`src/rtl/mjpeg_dec_pkg.sv`:
```
// Shared constants for the MJPEG decoder datapath: zig-zag to raster mapping,
// the standard JPEG luma/chroma quantisation tables (zig-zag order) and the
// coefficient saturation limits.
package mjpeg_dec_pkg;

  localparam int DW      = 12;
  localparam int QW      = 8;
  localparam int SAT_MAX = 2047;
  localparam int SAT_MIN = -2048;

  // Raster position of each zig-zag index
  localparam logic [5:0] ZZ2NAT [64] = '{
     0,  1,  8, 16,  9,  2,  3, 10,
    17, 24, 32, 25, 18, 11,  4,  5,
    12, 19, 26, 33, 40, 48, 41, 34,
    27, 20, 13,  6,  7, 14, 21, 28,
    35, 42, 49, 56, 57, 50, 43, 36,
    29, 22, 15, 23, 30, 37, 44, 51,
    58, 59, 52, 45, 38, 31, 39, 46,
    53, 60, 61, 54, 47, 55, 62, 63
  };

  // Luma quantisation steps, zig-zag order
  localparam logic [7:0] Q_Y [64] = '{
     16,  11,  12,  14,  12,  10,  16,  14,
     13,  14,  18,  17,  16,  19,  24,  40,
     26,  24,  22,  22,  24,  49,  35,  37,
     29,  40,  58,  51,  61,  60,  57,  51,
     56,  55,  64,  72,  92,  78,  64,  68,
     87,  69,  55,  56,  80, 109,  81,  87,
     95,  98, 103, 104, 103,  62,  77, 113,
    121, 112, 100, 120,  92, 101, 103,  99
  };

  // Chroma quantisation steps, zig-zag order
  localparam logic [7:0] Q_C [64] = '{
     17,  18,  18,  24,  21,  24,  47,  26,
     26,  47,  99,  66,  56,  66,  99,  99,
     99,  99,  99,  99,  99,  99,  99,  99,
     99,  99,  99,  99,  99,  99,  99,  99,
     99,  99,  99,  99,  99,  99,  99,  99,
     99,  99,  99,  99,  99,  99,  99,  99,
     99,  99,  99,  99,  99,  99,  99,  99,
     99,  99,  99,  99,  99,  99,  99,  99
  };

endpackage

```
`src/rtl/dezigzag_pingpang.sv`:
```
// Two-bank coefficient buffer. The write side fills one bank in raster
// positions while the read side streams the other bank out in raster order.
// A bank becomes readable once its last write has committed; reading a bank
// frees it on the cycle its final address is issued.
module dezigzag_pingpang #(
  parameter int DW = 12
) (
  input  logic          clk_i,
  input  logic          rst_ni,
  input  logic          clr_i,
  input  logic          blk_done_i,
  input  logic          blk_chroma_i,
  input  logic          wr_en_i,
  input  logic          wr_bank_i,
  input  logic [5:0]    wr_addr_i,
  input  logic [DW-1:0] wr_data_i,
  input  logic          wr_last_i,
  output logic          wr_bank_o,
  output logic          wr_full_o,
  output logic [DW-1:0] coef_data_o,
  output logic          coef_valid_o,
  output logic          coef_last_o,
  output logic          coef_chroma_o
);

  logic [DW-1:0] mem_q [128];

  logic [1:0]    full_q, full_d;
  logic          wr_bank_q, wr_bank_d;
  logic          rd_bank_q, rd_bank_d;
  logic [5:0]    rd_cnt_q, rd_cnt_d;
  logic [1:0]    chroma_tag_q, chroma_tag_d;

  logic          issue;
  logic          rd_end;

  logic [DW-1:0] rdata_p1_q;
  logic          vld_p1_q;
  logic          last_p1_q;
  logic          chroma_p1_q;

  logic [DW-1:0] coef_data_q;
  logic          coef_valid_q;
  logic          coef_last_q;
  logic          coef_chroma_q;

  // The reader is busy exactly while its current bank is marked full
  assign issue  = full_q[rd_bank_q];
  assign rd_end = issue && (rd_cnt_q == 6'd63);

  // Next-state for bank flags, bank pointers, chroma tags and read address
  always_comb begin
    full_d       = full_q;
    wr_bank_d    = wr_bank_q;
    rd_bank_d    = rd_bank_q;
    rd_cnt_d     = rd_cnt_q;
    chroma_tag_d = chroma_tag_q;
    if (clr_i) begin
      full_d    = 2'b00;
      wr_bank_d = 1'b0;
      rd_bank_d = 1'b0;
      rd_cnt_d  = 6'd0;
    end else begin
      if (blk_done_i) begin
        wr_bank_d               = !wr_bank_q;
        chroma_tag_d[wr_bank_q] = blk_chroma_i;
      end
      if (issue) begin
        rd_cnt_d = rd_cnt_q + 6'd1;
        if (rd_end) begin
          full_d[rd_bank_q] = 1'b0;
          rd_bank_d         = !rd_bank_q;
        end
      end
      // Applied after the clear so a same-cycle set on one bank wins
      if (wr_en_i && wr_last_i) begin
        full_d[wr_bank_i] = 1'b1;
      end
    end
  end

  // Control state and output registers
  always_ff @(posedge clk_i or negedge rst_ni) begin
    if (!rst_ni) begin
      full_q        <= 2'b00;
      wr_bank_q     <= 1'b0;
      rd_bank_q     <= 1'b0;
      rd_cnt_q      <= 6'd0;
      chroma_tag_q  <= 2'b00;
      vld_p1_q      <= 1'b0;
      last_p1_q     <= 1'b0;
      chroma_p1_q   <= 1'b0;
      coef_data_q   <= '0;
      coef_valid_q  <= 1'b0;
      coef_last_q   <= 1'b0;
      coef_chroma_q <= 1'b0;
    end else begin
      full_q        <= full_d;
      wr_bank_q     <= wr_bank_d;
      rd_bank_q     <= rd_bank_d;
      rd_cnt_q      <= rd_cnt_d;
      chroma_tag_q  <= chroma_tag_d;
      // Stage p1: synchronous RAM read in flight
      vld_p1_q      <= issue && !clr_i;
      last_p1_q     <= rd_end && !clr_i;
      chroma_p1_q   <= chroma_tag_q[rd_bank_q];
      // Stage p2: registered output
      coef_data_q   <= rdata_p1_q;
      coef_valid_q  <= vld_p1_q && !clr_i;
      coef_last_q   <= last_p1_q && !clr_i;
      coef_chroma_q <= chroma_p1_q;
    end
  end

  // Buffer storage: raster-addressed write, synchronous read
  always_ff @(posedge clk_i) begin
    if (wr_en_i) begin
      mem_q[{wr_bank_i, wr_addr_i}] <= wr_data_i;
    end
    if (issue) begin
      rdata_p1_q <= mem_q[{rd_bank_q, rd_cnt_q}];
    end
  end

  // A bank may never be filled and freed on the same cycle
  assert property (@(posedge clk_i) disable iff (!rst_ni)
    !(wr_en_i && wr_last_i && rd_end && (wr_bank_i == rd_bank_q)));

  assign wr_bank_o     = wr_bank_q;
  assign wr_full_o     = full_q[wr_bank_q];
  assign coef_data_o   = coef_data_q;
  assign coef_valid_o  = coef_valid_q;
  assign coef_last_o   = coef_last_q;
  assign coef_chroma_o = coef_chroma_q;

endmodule

```
`src/rtl/dezigzag_dequant.sv`:
```
// Decoder dequantiser: takes zig-zag ordered quantised coefficients, scales
// each by its luma or chroma quantisation step with saturation, and hands the
// result to a ping-pong buffer that re-emits each block in raster order.
module dezigzag_dequant #(
  parameter int DW          = 12,
  parameter int QW          = 8,
  parameter int BLK_PER_GRP = 8
) (
  input  logic          sys_clk,
  input  logic          sys_rst_n,
  input  logic          frame_start,
  input  logic [DW-1:0] zz_data,
  input  logic          zz_valid,
  output logic          zz_ready,
  output logic [DW-1:0] coef_data,
  output logic          coef_valid,
  output logic          coef_last,
  output logic          coef_chroma
);

  import mjpeg_dec_pkg::*;

  localparam logic [2:0]            GRP_LAST = 3'(BLK_PER_GRP - 1);
  localparam logic [2:0]            GRP_HALF = 3'(BLK_PER_GRP / 2);
  localparam logic signed [DW+QW:0] PMAX     = (DW+QW+1)'(SAT_MAX);
  localparam logic signed [DW+QW:0] PMIN     = (DW+QW+1)'(SAT_MIN);

  logic [5:0]              wr_cnt_q, wr_cnt_d;
  logic [2:0]              grp_cnt_q, grp_cnt_d;
  logic                    rdy_en_q;
  logic                    accept;
  logic                    blk_done;
  logic                    chroma_sel;
  logic [QW-1:0]           q_sel;
  logic signed [DW+QW:0]   din_ext;
  logic signed [DW+QW:0]   q_ext;
  logic signed [DW+QW:0]   prod;

  logic                    wr_bank;
  logic                    wr_full;

  logic                    vld_p1_q;
  logic                    last_p1_q;
  logic                    bank_p1_q;
  logic [5:0]              addr_p1_q;
  logic [DW-1:0]           data_p1_q;

  // Clamp a full-precision product into the output sample range
  function automatic logic [DW-1:0] sat_coef(input logic signed [DW+QW:0] v);
    if (v > PMAX) begin
      return PMAX[DW-1:0];
    end else if (v < PMIN) begin
      return PMIN[DW-1:0];
    end
    return v[DW-1:0];
  endfunction

  assign zz_ready   = rdy_en_q && !wr_full;
  assign accept     = zz_valid && zz_ready && !frame_start;
  assign blk_done   = accept && (wr_cnt_q == 6'd63);
  assign chroma_sel = (grp_cnt_q >= GRP_HALF);
  assign q_sel      = chroma_sel ? Q_C[wr_cnt_q] : Q_Y[wr_cnt_q];
  assign din_ext    = {{(QW+1){zz_data[DW-1]}}, zz_data};
  assign q_ext      = {{(DW+1){1'b0}}, q_sel};
  assign prod       = din_ext * q_ext;

  // Beat and block-group counters
  always_comb begin
    wr_cnt_d  = wr_cnt_q;
    grp_cnt_d = grp_cnt_q;
    if (frame_start) begin
      wr_cnt_d  = 6'd0;
      grp_cnt_d = 3'd0;
    end else if (accept) begin
      wr_cnt_d = wr_cnt_q + 6'd1;
      if (wr_cnt_q == 6'd63) begin
        grp_cnt_d = (grp_cnt_q == GRP_LAST) ? 3'd0 : grp_cnt_q + 3'd1;
      end
    end
  end

  // Counter state and the ready enable that holds zz_ready low in reset
  always_ff @(posedge sys_clk or negedge sys_rst_n) begin
    if (!sys_rst_n) begin
      wr_cnt_q  <= 6'd0;
      grp_cnt_q <= 3'd0;
      rdy_en_q  <= 1'b0;
    end else begin
      wr_cnt_q  <= wr_cnt_d;
      grp_cnt_q <= grp_cnt_d;
      rdy_en_q  <= 1'b1;
    end
  end

  // Stage p1 control: write strobe, last flag and bank of each accepted beat
  always_ff @(posedge sys_clk or negedge sys_rst_n) begin
    if (!sys_rst_n) begin
      vld_p1_q  <= 1'b0;
      last_p1_q <= 1'b0;
      bank_p1_q <= 1'b0;
    end else begin
      vld_p1_q  <= accept;
      last_p1_q <= blk_done;
      bank_p1_q <= wr_bank;
    end
  end

  // Stage p1 data: saturated coefficient and its raster address
  always_ff @(posedge sys_clk) begin
    if (accept) begin
      data_p1_q <= sat_coef(prod);
      addr_p1_q <= ZZ2NAT[wr_cnt_q];
    end
  end

  dezigzag_pingpang #(
    .DW (DW)
  ) u_pingpang (
    .clk_i         (sys_clk),
    .rst_ni        (sys_rst_n),
    .clr_i         (frame_start),
    .blk_done_i    (blk_done),
    .blk_chroma_i  (chroma_sel),
    .wr_en_i       (vld_p1_q),
    .wr_bank_i     (bank_p1_q),
    .wr_addr_i     (addr_p1_q),
    .wr_data_i     (data_p1_q),
    .wr_last_i     (last_p1_q),
    .wr_bank_o     (wr_bank),
    .wr_full_o     (wr_full),
    .coef_data_o   (coef_data),
    .coef_valid_o  (coef_valid),
    .coef_last_o   (coef_last),
    .coef_chroma_o (coef_chroma)
  );

endmodule
```
`config.mk`:
```
export PLATFORM = sky130hd
export DESIGN_NAME = dezigzag_dequant
export DESIGN_NICKNAME = d
export VERILOG_FILES = /design/src/rtl/mjpeg_dec_pkg.sv /design/src/rtl/dezigzag_pingpang.sv /design/src/rtl/dezigzag_dequant.sv
export SDC_FILE = /design/constraint.sdc
export NUM_CORES = 2
export LEC_CHECK = 0
export BUFFER_PORTS_ARGS = -buffer_cell sky130_fd_sc_hd__clkbuf_2
export CAP_MARGIN = 20
export CORE_ASPECT_RATIO = 1.25
export CORE_UTILIZATION = 50
export DETAILED_ROUTE_END_ITERATION = 10
export PLACE_DENSITY = 0.66
export SYNTH_ARGS = -nofsm -noshare
export SYNTH_HDL_FRONTEND = slang
export SYNTH_SLANG_ARGS = --single-unit
```
`constraint.sdc`:
```
create_clock -name sys_clk -period 10.2 [get_ports sys_clk]
set_clock_uncertainty 0.05 [all_clocks]
set_input_delay 0.51 -clock sys_clk [delete_from_list [all_inputs] [get_ports sys_clk]]
set_output_delay 0.51 -clock sys_clk [all_outputs]
set_load 0.005 [all_outputs]
```
* After elaboration in Yosys (flattened, before gate mapping)
Memories as Yosys holds them, arrays and structs flattened. A register that Yosys moved wholly into a read port is not among the register bits.
Index checks and enable logic that the tools add are counted.
** Word-level totals
- Register bits after elaboration :: 55
- Memory bits (writable) :: 1536
- ROM bits :: 1408
- Bits of input ports :: 16
- Word-level logic and storage cells :: 114
- Memories :: 4
** Cells by class
- Add/subtract/negate cells :: 3
- Multipliers :: 1
- Magnitude comparators :: 10
- Equality and inequality tests :: 3
- Multiplexer cells :: 44
- Bitwise operators :: 5
- Reduce and logical (&&, ||, !) cells :: 25
** Memories
- u_pingpang.mem_q :: words 128, bits a word 12, read ports 1, clocked after Yosys merged registers in 1, write ports 1, RTL line dezigzag_pingpang.sv:26 : logic [DW-1:0] mem_q [128];
- (name not given) :: words 64, bits a word 8, read ports 1, clocked after Yosys merged registers in 0, write ports 0, RTL line dezigzag_dequant.sv:62 : assign q_sel = chroma_sel ? Q_C[wr_cnt_q] : Q_Y[wr_cnt_q];
- (name not given) :: words 64, bits a word 8, read ports 1, clocked after Yosys merged registers in 0, write ports 0, RTL line dezigzag_dequant.sv:62
- (name not given) :: words 64, bits a word 6, read ports 1, clocked after Yosys merged registers in 1, write ports 0, RTL line dezigzag_dequant.sv:112 : addr_p1_q <= ZZ2NAT[wr_cnt_q];
** Operators by type and width (number)
- $mux 8 :: 5
- $mux 12 :: 3
- $mux 6 :: 4
- $gt 21x12->1 const B :: 1
- $lt 21x12->1 const B :: 1
- $mul 12x9->21 :: 1
- $mux 1 :: 19
- $logic_and 1x1->1 :: 13
- $add 6x1->6 const B :: 2
- $eq 6x6->1 const B :: 2
- $mux 3 :: 4
- $mux 2 :: 5
- $reduce_bool 2->1 :: 5
- $ge 7x7->1 const B :: 1
- $not 6->7 :: 1
- $lt 1x2->1 const B :: 3
- $reduce_and 2->1 :: 3
- $logic_not 1->1 :: 4
- $add 3x1->3 const B :: 1
- $demux 1 s1 :: 3
- $eq 3x3->1 const B :: 1
- $ge 1x1->1 const B :: 3
- $ge 3x3->1 const B :: 1
- $and 2x2->2 :: 1
- other kinds (4) :: 4

* Longest topological paths before layout
- Depth after elaboration :: 12
- Depth in mapped cells :: 30

* By module
A second synthesis with hierarchy kept.
** Second synthesis, totals
- Cell total of the unflattened synthesis :: 3152
- Area total of the unflattened synthesis :: 66242.3 µm²
** Modules (own cells, without submodules)
- dezigzag_pingpang :: instances 1, cells an instance 2441, area each 60304.1 µm², seq. area each 47235.3 µm²
- dezigzag_dequant :: instances 1, cells an instance 711, area each 5938.2 µm², seq. area each 865.8 µm²

* Least setup slack after synthesis
No wires, ideal clock.
- Path kind :: reg-to-reg
- Start :: register wr_cnt_q[0]
- End :: register data_p1_q[1] (data pin)
- Arrival time :: 7363 ps
- Setup slack :: 2517 ps
- Cell stages (with the launch flop) :: 30
- Period minus slack after synthesis :: 7683 ps
- Cell sequence :: dfrtp_1 clkbuf_1 inv_1 ha_1 clkbuf_1 nor2b_1 a21oi_1 a211oi_1 a31oi_1 a211oi_1 a2bb2oi_1 clkbuf_1 nand2_1 fa_1 fa_1 inv_1 fa_1 inv_1 fa_1 inv_1 ha_1 a21oi_1 o21ai_0 a2111o_1 and3_1 or3_1 buf_4 o41ai_4 buf_4 o211ai_1
** On the way
- Word-level cells in the longest chain between the ends :: 11
** Ends and longest elaborated chain
- start: declaration :: RTL line dezigzag_dequant.sv:28 : logic [5:0] wr_cnt_q, wr_cnt_d;
- start signal: assignment :: RTL line dezigzag_dequant.sv:89 : wr_cnt_q <= wr_cnt_d;
- $not 6->7 (implied by the code) * :: RTL line dezigzag_dequant.sv:62
- $mem_v2 64x8
- $mux 8 (implied by the code) (2 in series) :: RTL line dezigzag_dequant.sv:62
- $mux 8 * :: RTL line dezigzag_dequant.sv:62
- $mul 12x9->21 * :: RTL line dezigzag_dequant.sv:65 : assign prod = din_ext * q_ext;
- $lt 21x12->1 :: RTL line dezigzag_dequant.sv:52 : end else if (v < PMIN) begin
- $mux 1 :: RTL line dezigzag_dequant.sv:52
- $mux 1 :: RTL line dezigzag_dequant.sv:50 : if (v > PMAX) begin
- $mux 1 :: RTL line dezigzag_dequant.sv:110 : if (accept) begin
- $mux 12 * :: RTL line dezigzag_dequant.sv:55 : return v[DW-1:0];
- end signal: assignment :: RTL line dezigzag_dequant.sv:111 : data_p1_q <= sat_coef(prod);
- end: declaration :: RTL line dezigzag_dequant.sv:46 : logic [DW-1:0] data_p1_q;
Every way passes the cells marked *; elsewhere a longest branch is shown, timed or not. The select of a mux whose other input is x is not followed.
A chain may end at the register's enable or synchronous reset.

* Worst setup path in the final report
- Start :: register wr_cnt_q[0]
- End :: register data_p1_q[3] (data pin)
The elaborated chain is that of the path after synthesis.

==> run metrics <==
Worst Hold Class=input port to flop; async set-reset flop share out of synthesis=0.02672; Main synth FF type=edfxtp_1; core footprint=131800 um^2; Storage cell area=48120 um^2; routability cong.=0.8443; TNS Setup=0 ns; largest family of logic cells by synthesized area=multiplexers; Compound-Gate Fraction of Synth Area=0.01693; final hold violations=0; global-route track usage on met1=0.3149; later-pin clock latency in the skew report=0.77 ns; top-level port count=32; Root Driver=clkbuf_16; top post-synthesis cells by area=edfxtp_1 71%, mux4_2 17%, fa_1 2.0%, dfrtp_1 1.6%, ha_1 1.2%; fin nets=3509; 1st-pass router iterations=5; CP endpoint kind=flop; share of the yosys chip area belonging to registers=0.7255; fin crit period=8.456 ns; largest net degree at the start of global routing=163; adder-cell area share of the yosys netlist=0.03133; I/O Buffers=31; busiest layer in global routing=met2; XOR/XNOR Fraction of Synth Area=0.002246; Net Count, Synth=3315; max-cap viol count=0; clock sink total=1609; Non-Filler Instances=5223; Syn Area/Cell=20.90 um^2; grt met3 use=0.03770; WL per Instance=28.39 um; cell taking the most area after synthesis=edfxtp_1; DRC=0; Max clock buf depth=3; fin. max-slew vios=0; post-synthesis mux area share=0.1772; fill cell count=9534; post-synthesis cell area=66300 um^2; initial drt markers=3453; vias in the first global route=32539; RSZ-0062 raised after global routing=false; placed cell count=4886; Vias=31895; Initial Utilization=0.5030; P_leak=23.31 nW; crit path max fanout=17; status=finished, final reports clean; Post-synth EDFFs=1566; CTS HTree Levels=4; Yosys top cell area share=0.7093; fmax=0.1183 GHz; CP max stage cell=o41ai_4; Startpoint Class=flop; CTS buffer count=149; DP Area=68900 um^2; met2 Usage GRT=0.3729; Routed Antenna Nets=0; Post-CTS Setup Inserts=0; Die W=327.7 um; most frequent cells in the layout=1566 x edfxtp_1, 508 x mux4_2, 176 x nor2_1; CP Class=flop to flop; warnings from Yosys=0; post-DP HPWL=92310 um; final wirelength=148300 um; critical path cell sequence=inv_1, ha_1, nor2b_1, o21ai_1, o22ai_1, a211oi_1, a2bb2oi_1, buf_4, nand2_1, fa_1, fa_1, inv_1, fa_1, inv_1, fa_1, inv_1, ha_1, a21oi_1, o21ai_0, a2111o_1, and3_1, or3_1, o41ai_4, o211ai_1; Synth Instances=3172; share of cells above drive strength 1=0.2762; clock slew seen by the registers of the worst setup and hold paths=0.06 ns; GRT Total Usage=0.2259; CP required=10.62 ns; Max IR drop VDD=160.5 uV; #FFs+latches synth=1609; Setup-failing EPs final=0; synth-to-layout area growth=12.19%; Tcrit/Tclk final=0.8290; antenna violations before repair=6; Finished Cell Area=74380 um^2; Synth Area in Simple Gates=0.02889; maximum single-stage delay on the critical path=0.70 ns; CP arrival=8.87 ns; DIE AREA=134100 um^2; Vias/cell=6.107; Synth cell types=65; multi-input logic area=17040 um^2; # rows=149; GRT Residual Overflow=0; Tot Pwr=13.50 mW; leading cell type in the layout, fill and taps excluded=edfxtp_1; relative slew slack=0.2442; first-pass GRT wire length=220800 um; CTS tree=yes; PD cells=181.5 nW/um^2; die height=409.1 um; worst-margin pin slew=1.134 ns
==> layer usage <==
layer | up-vias | share of wire
met5 | - | 0
met4 | 0 | 0.022
met3 | 177 | 0.069
met2 | 1264 | 0.51
met1 | 17092 | 0.40
li1 | 13362 | -
==> registers in the layout (all words and copies together) (netlist names), 2 cells and up <==
register,cells
addr_p1_q,6
data_p1_q,12
grp_cnt_q,3
u_pingpang.chroma_tag_q,2
u_pingpang.coef_data_o,12
u_pingpang.full_q,2
u_pingpang.mem_q,1536
u_pingpang.rd_cnt_q,6
u_pingpang.rdata_p1_q,12
wr_cnt_q,6
==> what timing repair did <==
action                                 in CTS  in global routing
endpoints found under the hold margin      44                  0
hold buffers                                2                  0
resized for setup                           0                  0
==> critical path: cells and delay by family (launching register included) <==
kind | cells | cell delay [ns]
adders and majority gates | 6 | 3.02
AOI/OAI and AO/OA | 9 | 2.63
and+or+nand+nor | 4 | 1.07
DFF | 1 | 0.69
buffers and inverters | 5 | 0.68
==> area by class of cell <==
cell class | count | area share
Antenna cell | 1 | 0.00003364
Timing Repair Buffer | 209 | 0.02496
Inverter | 120 | 0.006056
Sequential cell | 1609 | 0.6469
Clock buffer | 190 | 0.05472
Multi-Input combinational cell | 1277 | 0.2291
Clock inverter | 81 | 0.008982
Tap cell | 1736 | 0.02920
==> where the power goes <==
group / internal, mW / switching (mW) / total, mW
Clock: 3.04 / 2.38 / 5.42
Combinational: 0.210 / 0.495 / 0.705
Sequential: 7.35 / 0.0192 / 7.37
==> per-stage QoR <==
step / utilization / hold WS (ns) / worst slack (ns)
after floorplan: - / 0.1644 / 2.517
after detailed placement: 0.5228 / 0.2919 / 1.845
after CTS: 0.5589 / 0.1802 / 1.810
final: 0.5643 / 0.2334 / 1.744
after global routing: 0.5643 / 0.2169 / 1.211
after global placement: 0.5202 / 0.2854 / 2.000
==> Yosys cell counts (all sizes together), types with 5 or more instances <==
cell type	instances
edfxtp	1566
mux4	508
nor2	176
inv	120
nand2	113
clkbuf	107
fa	65
ha	62
buf	59
a21oi	45
and2	43
dfrtp	43
o21ai	30
nand3	27
o211ai	22
mux2	16
a211oi	13
and3	13
mux2i	13
nor2b	13
nor3	11
xnor2	10
a31oi	9
nand2b	9
a21o	7
o31ai	7
xor2	7
nand4	6
or3	5
==> worst paths after layout <==
path | startpoint | end | slack, ns | cells past startpoint
worst max-delay path | wr_cnt_q[0]$_DFFE_PN0P_ | data_p1_q[3]$_DFFE_PP_ | 1.74 | 24
worst min-delay path | zz_data[0] | data_p1_q[0]$_DFFE_PP_ | 0.23 | 3
worst max register to register | wr_cnt_q[0]$_DFFE_PN0P_ | data_p1_q[3]$_DFFE_PP_ | 1.74 | 24
worst min register to register | u_pingpang.chroma_p1_q$_DFF_PN0_ | u_pingpang.coef_chroma_o$_DFF_PN0_ | 0.32 | 0
max in group asynchronous | sys_rst_n | u_pingpang.rd_cnt_q[1]$_DFFE_PN0P_ | 9.15 | 3
min in group asynchronous | sys_rst_n | u_pingpang.coef_data_o[7]$_DFF_PN0_ | 0.36 | 3
==> cells by family (layout without fill, tap and decap cells) <==
group | count (synthesis) | in the layout
multiplexers | 537 | 537
AO/OA/AOI/OAI | 168 | 168
AND/OR/NAND/NOR | 427 | 427
flip-flops | 1609 | 1609
XOR/XNOR | 17 | 17
adder cells (fa/ha/maj) | 127 | 127
buffers and inverters | 286 | 600
other | 1 | 2
Power figures use the tool's default switching activity.
